[config.mk]
export PLATFORM = sky130hd
export DESIGN_NAME = hr_bridge_xfer_fifo
export DESIGN_NICKNAME = d
export VERILOG_FILES = /design/src/rtl/hr_bridge_xfer_fifo.sv
export SDC_FILE = /design/constraint.sdc
export NUM_CORES = 1
export LEC_CHECK = 0
export CAP_MARGIN = 20
export CORE_UTILIZATION = 35
export CTS_CLUSTER_DIAMETER = 30
export DETAILED_ROUTE_END_ITERATION = 8
export PLACE_DENSITY = 0.54
export SYNTH_ARGS = -nofsm -noshare
export SYNTH_HDL_FRONTEND = slang
export SYNTH_SLANG_ARGS = --single-unit
[constraint.sdc]
create_clock -name clk -period 4.8 [get_ports clk]
set_input_delay 0.72 -clock clk [delete_from_list [all_inputs] [get_ports clk]]
set_output_delay 0.72 -clock clk [all_outputs]
set_load 0.02 [all_outputs]
[src/rtl/hr_bridge_xfer_fifo.sv]
// hr_bridge_xfer_fifo
//   Transfer FIFO on the far end of an HRbridge FIFO port. The bridge pushes
//   flits with enQ_i/data_i. The head flit is presented back on data_o
//   (first-word-fall-through). The bridge pops it with deQ_i. bfull_o is an
//   almost-full indication that lets the bridge throttle despite its one-cycle
//   bfull reaction latency.
//
// Ports
//   clk      clock, all state updates on the rising edge
//   rst      asynchronous active-high reset
//   enQ_i    push data_i this cycle
//   data_i   flit to push (contents opaque, all-zero flits are stored as-is)
//   deQ_i    pop the head flit this cycle
//   data_o   head flit, all-zero when the FIFO is empty
//   bfull_o  count >= DEPTH-AFULL_SLACK
//   empty_o  count == 0
//   count_o  occupancy 0..DEPTH
//   ovf_o    sticky, set when a push was dropped because the FIFO was full
module hr_bridge_xfer_fifo #(
    parameter int unsigned WIDTH       = 144,
    parameter int unsigned DEPTH       = 4,
    parameter int unsigned AFULL_SLACK = 1
) (
    input  logic                     clk,
    input  logic                     rst,
    input  logic                     enQ_i,
    input  logic [WIDTH-1:0]         data_i,
    input  logic                     deQ_i,
    output logic [WIDTH-1:0]         data_o,
    output logic                     bfull_o,
    output logic                     empty_o,
    output logic [$clog2(DEPTH):0]   count_o,
    output logic                     ovf_o
);

    localparam int unsigned AW = $clog2(DEPTH);
    localparam int unsigned PW = AW + 1;
    localparam logic [PW-1:0] DEPTH_C = PW'(DEPTH);
    localparam logic [PW-1:0] AFULL_C = PW'(DEPTH - AFULL_SLACK);

    logic [WIDTH-1:0] mem [DEPTH];
    logic [PW-1:0]    wr_ptr;
    logic [PW-1:0]    rd_ptr;
    logic [PW-1:0]    count;
    logic             ovf;
    logic             push_ok;
    logic             pop_ok;

    // A push into a full FIFO is accepted only when a pop frees the slot in
    // the same cycle. A pop on empty is ignored, so there is no bypass path.
    always_comb begin
        push_ok = enQ_i & ((count < DEPTH_C) | (deQ_i & (count == DEPTH_C)));
        pop_ok  = deQ_i & (count != '0);
    end

    always_ff @(posedge clk or posedge rst) begin
        if (rst) begin
            wr_ptr <= '0;
            rd_ptr <= '0;
            count  <= '0;
            ovf    <= 1'b0;
        end else begin
            if (push_ok) begin
                wr_ptr <= wr_ptr + 1'b1;
            end
            if (pop_ok) begin
                rd_ptr <= rd_ptr + 1'b1;
            end
            count <= count + PW'(push_ok) - PW'(pop_ok);
            if (enQ_i && !push_ok) begin
                ovf <= 1'b1;
            end
        end
    end

    // Storage is not reset; entries are unreachable until rewritten.
    always_ff @(posedge clk) begin
        if (push_ok) begin
            mem[wr_ptr[AW-1:0]] <= data_i;
        end
    end

    always_comb begin
        data_o  = (count != '0) ? mem[rd_ptr[AW-1:0]] : '0;
        bfull_o = (count >= AFULL_C);
        empty_o = (count == '0);
        count_o = count;
        ovf_o   = ovf;
    end

endmodule

After elaboration in Yosys (flattened, before gate mapping). Memory sizes are Yosys's and may differ from the RTL's. Index checks and enable logic that the tools add are counted.

Div/mod/pow operators: 0. Add/sub/neg operators: 4. $mul: 0. Magnitude comparators: 2. Muxes and demuxes: 3. Shifts and indexed selects: 0. Eq/ne operators: 1. Bitwise gates (word level): 4. Reductions and logical operators: 4.

Operators by type and width (number): 144-bit 2-to-1 mux (1); 3-bit by 1-bit adder with 3-bit output (second input constant) (2); 3-bit by 1-bit adder with 3-bit output (1); 1-bit AND (3); 3-bit equality test (second input constant) (1); 3-bit by 2-bit greater-or-equal comparator with 1-bit output (second input constant) (1); 3-bit zero test (1); 3-bit < comparator (second input constant) (1); 3-bit nonzero test (1); 3-bit by 1-bit subtractor with 3-bit output (1); 1-bit 2-to-1 mux (2); 1-bit logical AND (1); 1-bit zero test (1); 1-bit bitwise OR (1).

Input bits: 148. ROM bits: 0. Memories kept: 1. Logic and storage cells: 23. Register bits: 10. Latch bits: 0. RAM bits: 576.

Memory list: mem (depth 4, width 144, rd ports 1, clocked after Yosys merged registers in 0, write ports 1, line 41) `logic [WIDTH-1:0] mem [DEPTH];`.

Longest topological paths before layout.
Word-level depth: 6. Depth in mapped cells: 8.

Least setup slack after synthesis. Ideal clock, no wire load.

Path kind: input to register. Start: in deQ_i. End: mem mem[0][0] (enable). Cell stages on the path: 3. Required time: 4279 ps. Setup slack: -244 ps. Data arrival time: 4523 ps. Cells stage by stage: nor3b_1 -> o21a_1 -> and2_1.

Cells in the longest elaborated chain, start to end: 5.

RTL lines: start: declaration (line 28) `input logic deQ_i,`; 1-bit AND (line 52) `push_ok = enQ_i & ((count < DEPTH_C) | (deQ_i & (count == DEPTH_C)));`; 1-bit bitwise OR (line 52); 1-bit AND (line 52); 1-bit 2-to-1 mux (line 78) `if (push_ok) begin`; 1-bit 2-to-1 mux (not written as such) (line 79) `mem[wr_ptr[AW-1:0]] <= data_i;`; end: declaration (line 41).

Every way passes these cells.

Final worst setup path.
Start: reg rd_ptr[0]. End: out data_o[63].

Cells in the longest elaborated chain, start to end: 2.

RTL lines: start: declaration (line 43) `logic [PW-1:0] rd_ptr;`; start signal: assignment (line 67) `rd_ptr <= rd_ptr + 1'b1;`; memory 4 x 144 bit; 144-bit 2-to-1 mux (line 84) `data_o = (count != '0) ? mem[rd_ptr[AW-1:0]] : '0;`; end: declaration (line 29) `output logic [WIDTH-1:0] data_o,`.

Every way passes these cells.

==> summary.md <==
| Metric | Value |
|---|---|
| Outcome | finished clean |
| Clk pin slew, worst setup/hold paths | 0.05 ns |
| Setup bufs post-CTS | 0 |
| Power Density | 725 nW/um^2 |
| Max-slew headroom | 43.5% |
| Die width | 254 um |
| Clock sink count | a little under 600 |
| Synth Instances | about 960 |
| Routed WL | slightly below 50 mm |
| Max Fanout on Critical Path | 34 |
| Crit path launch type | register |
| Slew @ Worst Pin | approximately 0.85 ns |
| Clock network latency to the later pin of the worst-skew pair | roughly 0.66 ns |
| Gr busiest metal | met2 |
| Avg WL per Cell | roughly 21 um |
| Die span in y | ~250 um |
| Via/cell ratio | about 4.7 |
| Total grt overflow | 0 |
| Setup repair after global routing missed its margin | no |
| CTS Buffer Depth | 3 |
| Starting DRC count in detailed routing | between 500 and 600 |
| DRT antenna net count | 0 |
| Worst path arrival time | roughly 3.3 ns |
| # hold bufs at CTS | 0 |
| Post-CTS Resized | 0 |
| Cell row count | 92 |
| Synth-to-layout area growth | 36.9% |
| Data required, critical path | just over 4 ns |
| Netlist Area Pre-Place | about 22000 sq um |
| # DRC | 0 |
| Register area share after synthesis | about 78% |
| Crit share post-route | 83.1% |
| # IOs | 298 |
| GR Layer Usage met1 | between 10% and 20% |
| Core box area | about 63000 sq um |
| F_max | 0.251 GHz |
| Worst min path class | in2async |
| Average size of a mapped cell | 23.3 sq um |
| M2 GR Usage | 23.8% |
| Crit Path Category | reg2out |
| Maximum capacitance violations | 0 |
| Met3 Use GR | 5.79% |
| Vias in the first global route | 11754 |
| Initial Utilization | between 30% and 40% |
| Die area | ~65000 sq um |
| Setup TNS | 0 ns |
| Leakage power | just over 10 nW |
| Final Max Tran Viols | 0 |
| Clk_skew | around 0.035 ns |
| Via count | approximately 11000 |
| CTS Buf Count | between 100 and 150 |
| Antenna violations before repair | 9 |
| Layout cells sized above 1 | about a quarter |
| First-pass GRT wire length | 73.0 mm |
| Cell variety after synth | 23 |
| GP Congestion | around 0.70 |
| Most common cell after layout, fill and taps aside | edfxtp_1 |
| Syn. warnings | 0 |
| Worst vdd ir | approximately 0.53 mV |
| Total power | 22.1 mW |
| First-pass iteration count of the detailed router | 4 |
| Yosys reg bits | just under 600 |
| FF/Latch Area | about 18000 sq um |
| Final Setup Violations | 0 |
| Minimum clock period | 3.99 ns |
| Root buf cell | clkbuf_16 |
| Tot GR Track Use | about 15% |
| Most frequent cells in the layout | edfxtp_1, clkdlybuf4s50_1, and2_1, mux4_2, clkbuf_16 |
| DP HPWL | 28.2 mm |
| # nets final | 1512 |
| PortBufs | 297 |
| Final Hold Viols | 0 |
| Largest net degree at the start of global routing | about 80 |
| H-tree Lvls | 3 |
| Worst setup EP type | output pin |
| Mapped Nets | approximately 1100 |
| Fillers | between 5000 and 6000 |
| CTS tree | built |
| Multi-input logic area | around 4400 sq um |
[cells by family (layout without fill, tap and decap cells)]
logic type	Yosys count	after routing	share of synthesized area [%]
XOR/XNOR	4	4	0.157
flip-flops	584	584	78.4
multiplexers	145	145	14.6
adder cells (fa/ha/maj)	8	8	0.482
AO/OA/AOI/OAI	3	3	0.0897
buffers and inverters	59	563	1.98
AND/OR/NAND/NOR	153	153	4.28
other	0	3	0
[state kept, by name (all words and copies together), names as in the netlist]
register and count:
count_o 3, mem 576, wr_ptr 2, rd_ptr 2, ovf_o 1
[report_power, final]
part	total, mW	switching [mW]	internal (mW)
combinational	7.21	3.61	3.60
sequential	6.78	0.267	6.51
clock	8.14	2.63	5.51
[path summary, 6_finish.rpt]
path / from / endpoint / slack [ns] / depth (start not counted)
min: rst / rd_ptr[0]$_DFFE_PP0P_ / 0.35 / 2
min in group clk: ovf_o$_DFFE_PP0P_ / ovf_o$_DFFE_PP0P_ / 0.49 / 2
min reg2reg: ovf_o$_DFFE_PP0P_ / ovf_o$_DFFE_PP0P_ / 0.49 / 2
max reg2reg: count_o[1]$_DFF_PP0_ / mem[2][30]$_DFFE_PP_ / 2.22 / 4
max: rd_ptr[0]$_DFFE_PP0P_ / data_o[63] / 0.81 / 4
max in group asynchronous: rst / rd_ptr[1]$_DFFE_PP0P_ / 4.14 / 2
[routing by layer]
metal	vias to the layer above	wire length [um]
li1	4779	-
met1	5593	20500
met2	345	23000
met3	78	4310
met4	16	789
met5	-	103
[final cells by class]
cell class	count	share of cell area, %
flip-flops and latches	584	57.3
multi-input cells	313	14.4
repair buffers	329	11.3
clock buffers	137	9.87
clock inverters	86	3.47
well taps	846	3.47
inverters	11	0.135
diodes	3	0.0246
[through the flow]
step                util, %  cell area [sq um]  setup slack [ns]  cells  hold slack [ns]
floorplan                 -              22300              1.37    956            0.534
global placement       41.9              26500              1.41   2083            0.476
detailed placement     41.9              26500              1.37   2083            0.468
CTS                    48.4              30500             0.685   2306            0.324
global route           48.4              30500             0.603   2306            0.347
finish                 48.4              30500             0.809   2309            0.345
[critical path, stage by stage, from the launching register on]
cell and delay [ns]:
dfrtp_4 0.96, buf_12 0.31, mux4_2 0.54, and2_1 0.18, clkdlybuf4s50_1 0.54
[cell usage after synthesis (all sizes together)]
master | instances | area [sq um]
fa | 1 | 20.0
ha | 7 | 87.6
nand3 | 1 | 5.00
mux4 | 144 | 3240
edfxtp | 576 | 17300
xor2 | 2 | 17.5
mux2 | 1 | 11.3
or3 | 1 | 6.26
xnor2 | 2 | 17.5
dfrtp | 8 | 200
o21ai | 1 | 5.00
clkbuf | 22 | 82.6
inv | 11 | 41.3
o21a | 1 | 7.51
nor3b | 1 | 7.51
nand2 | 1 | 3.75
and2 | 149 | 932
o31ai | 1 | 7.51
buf | 26 | 318
Note: power is estimated with default switching activity, not from simulation.
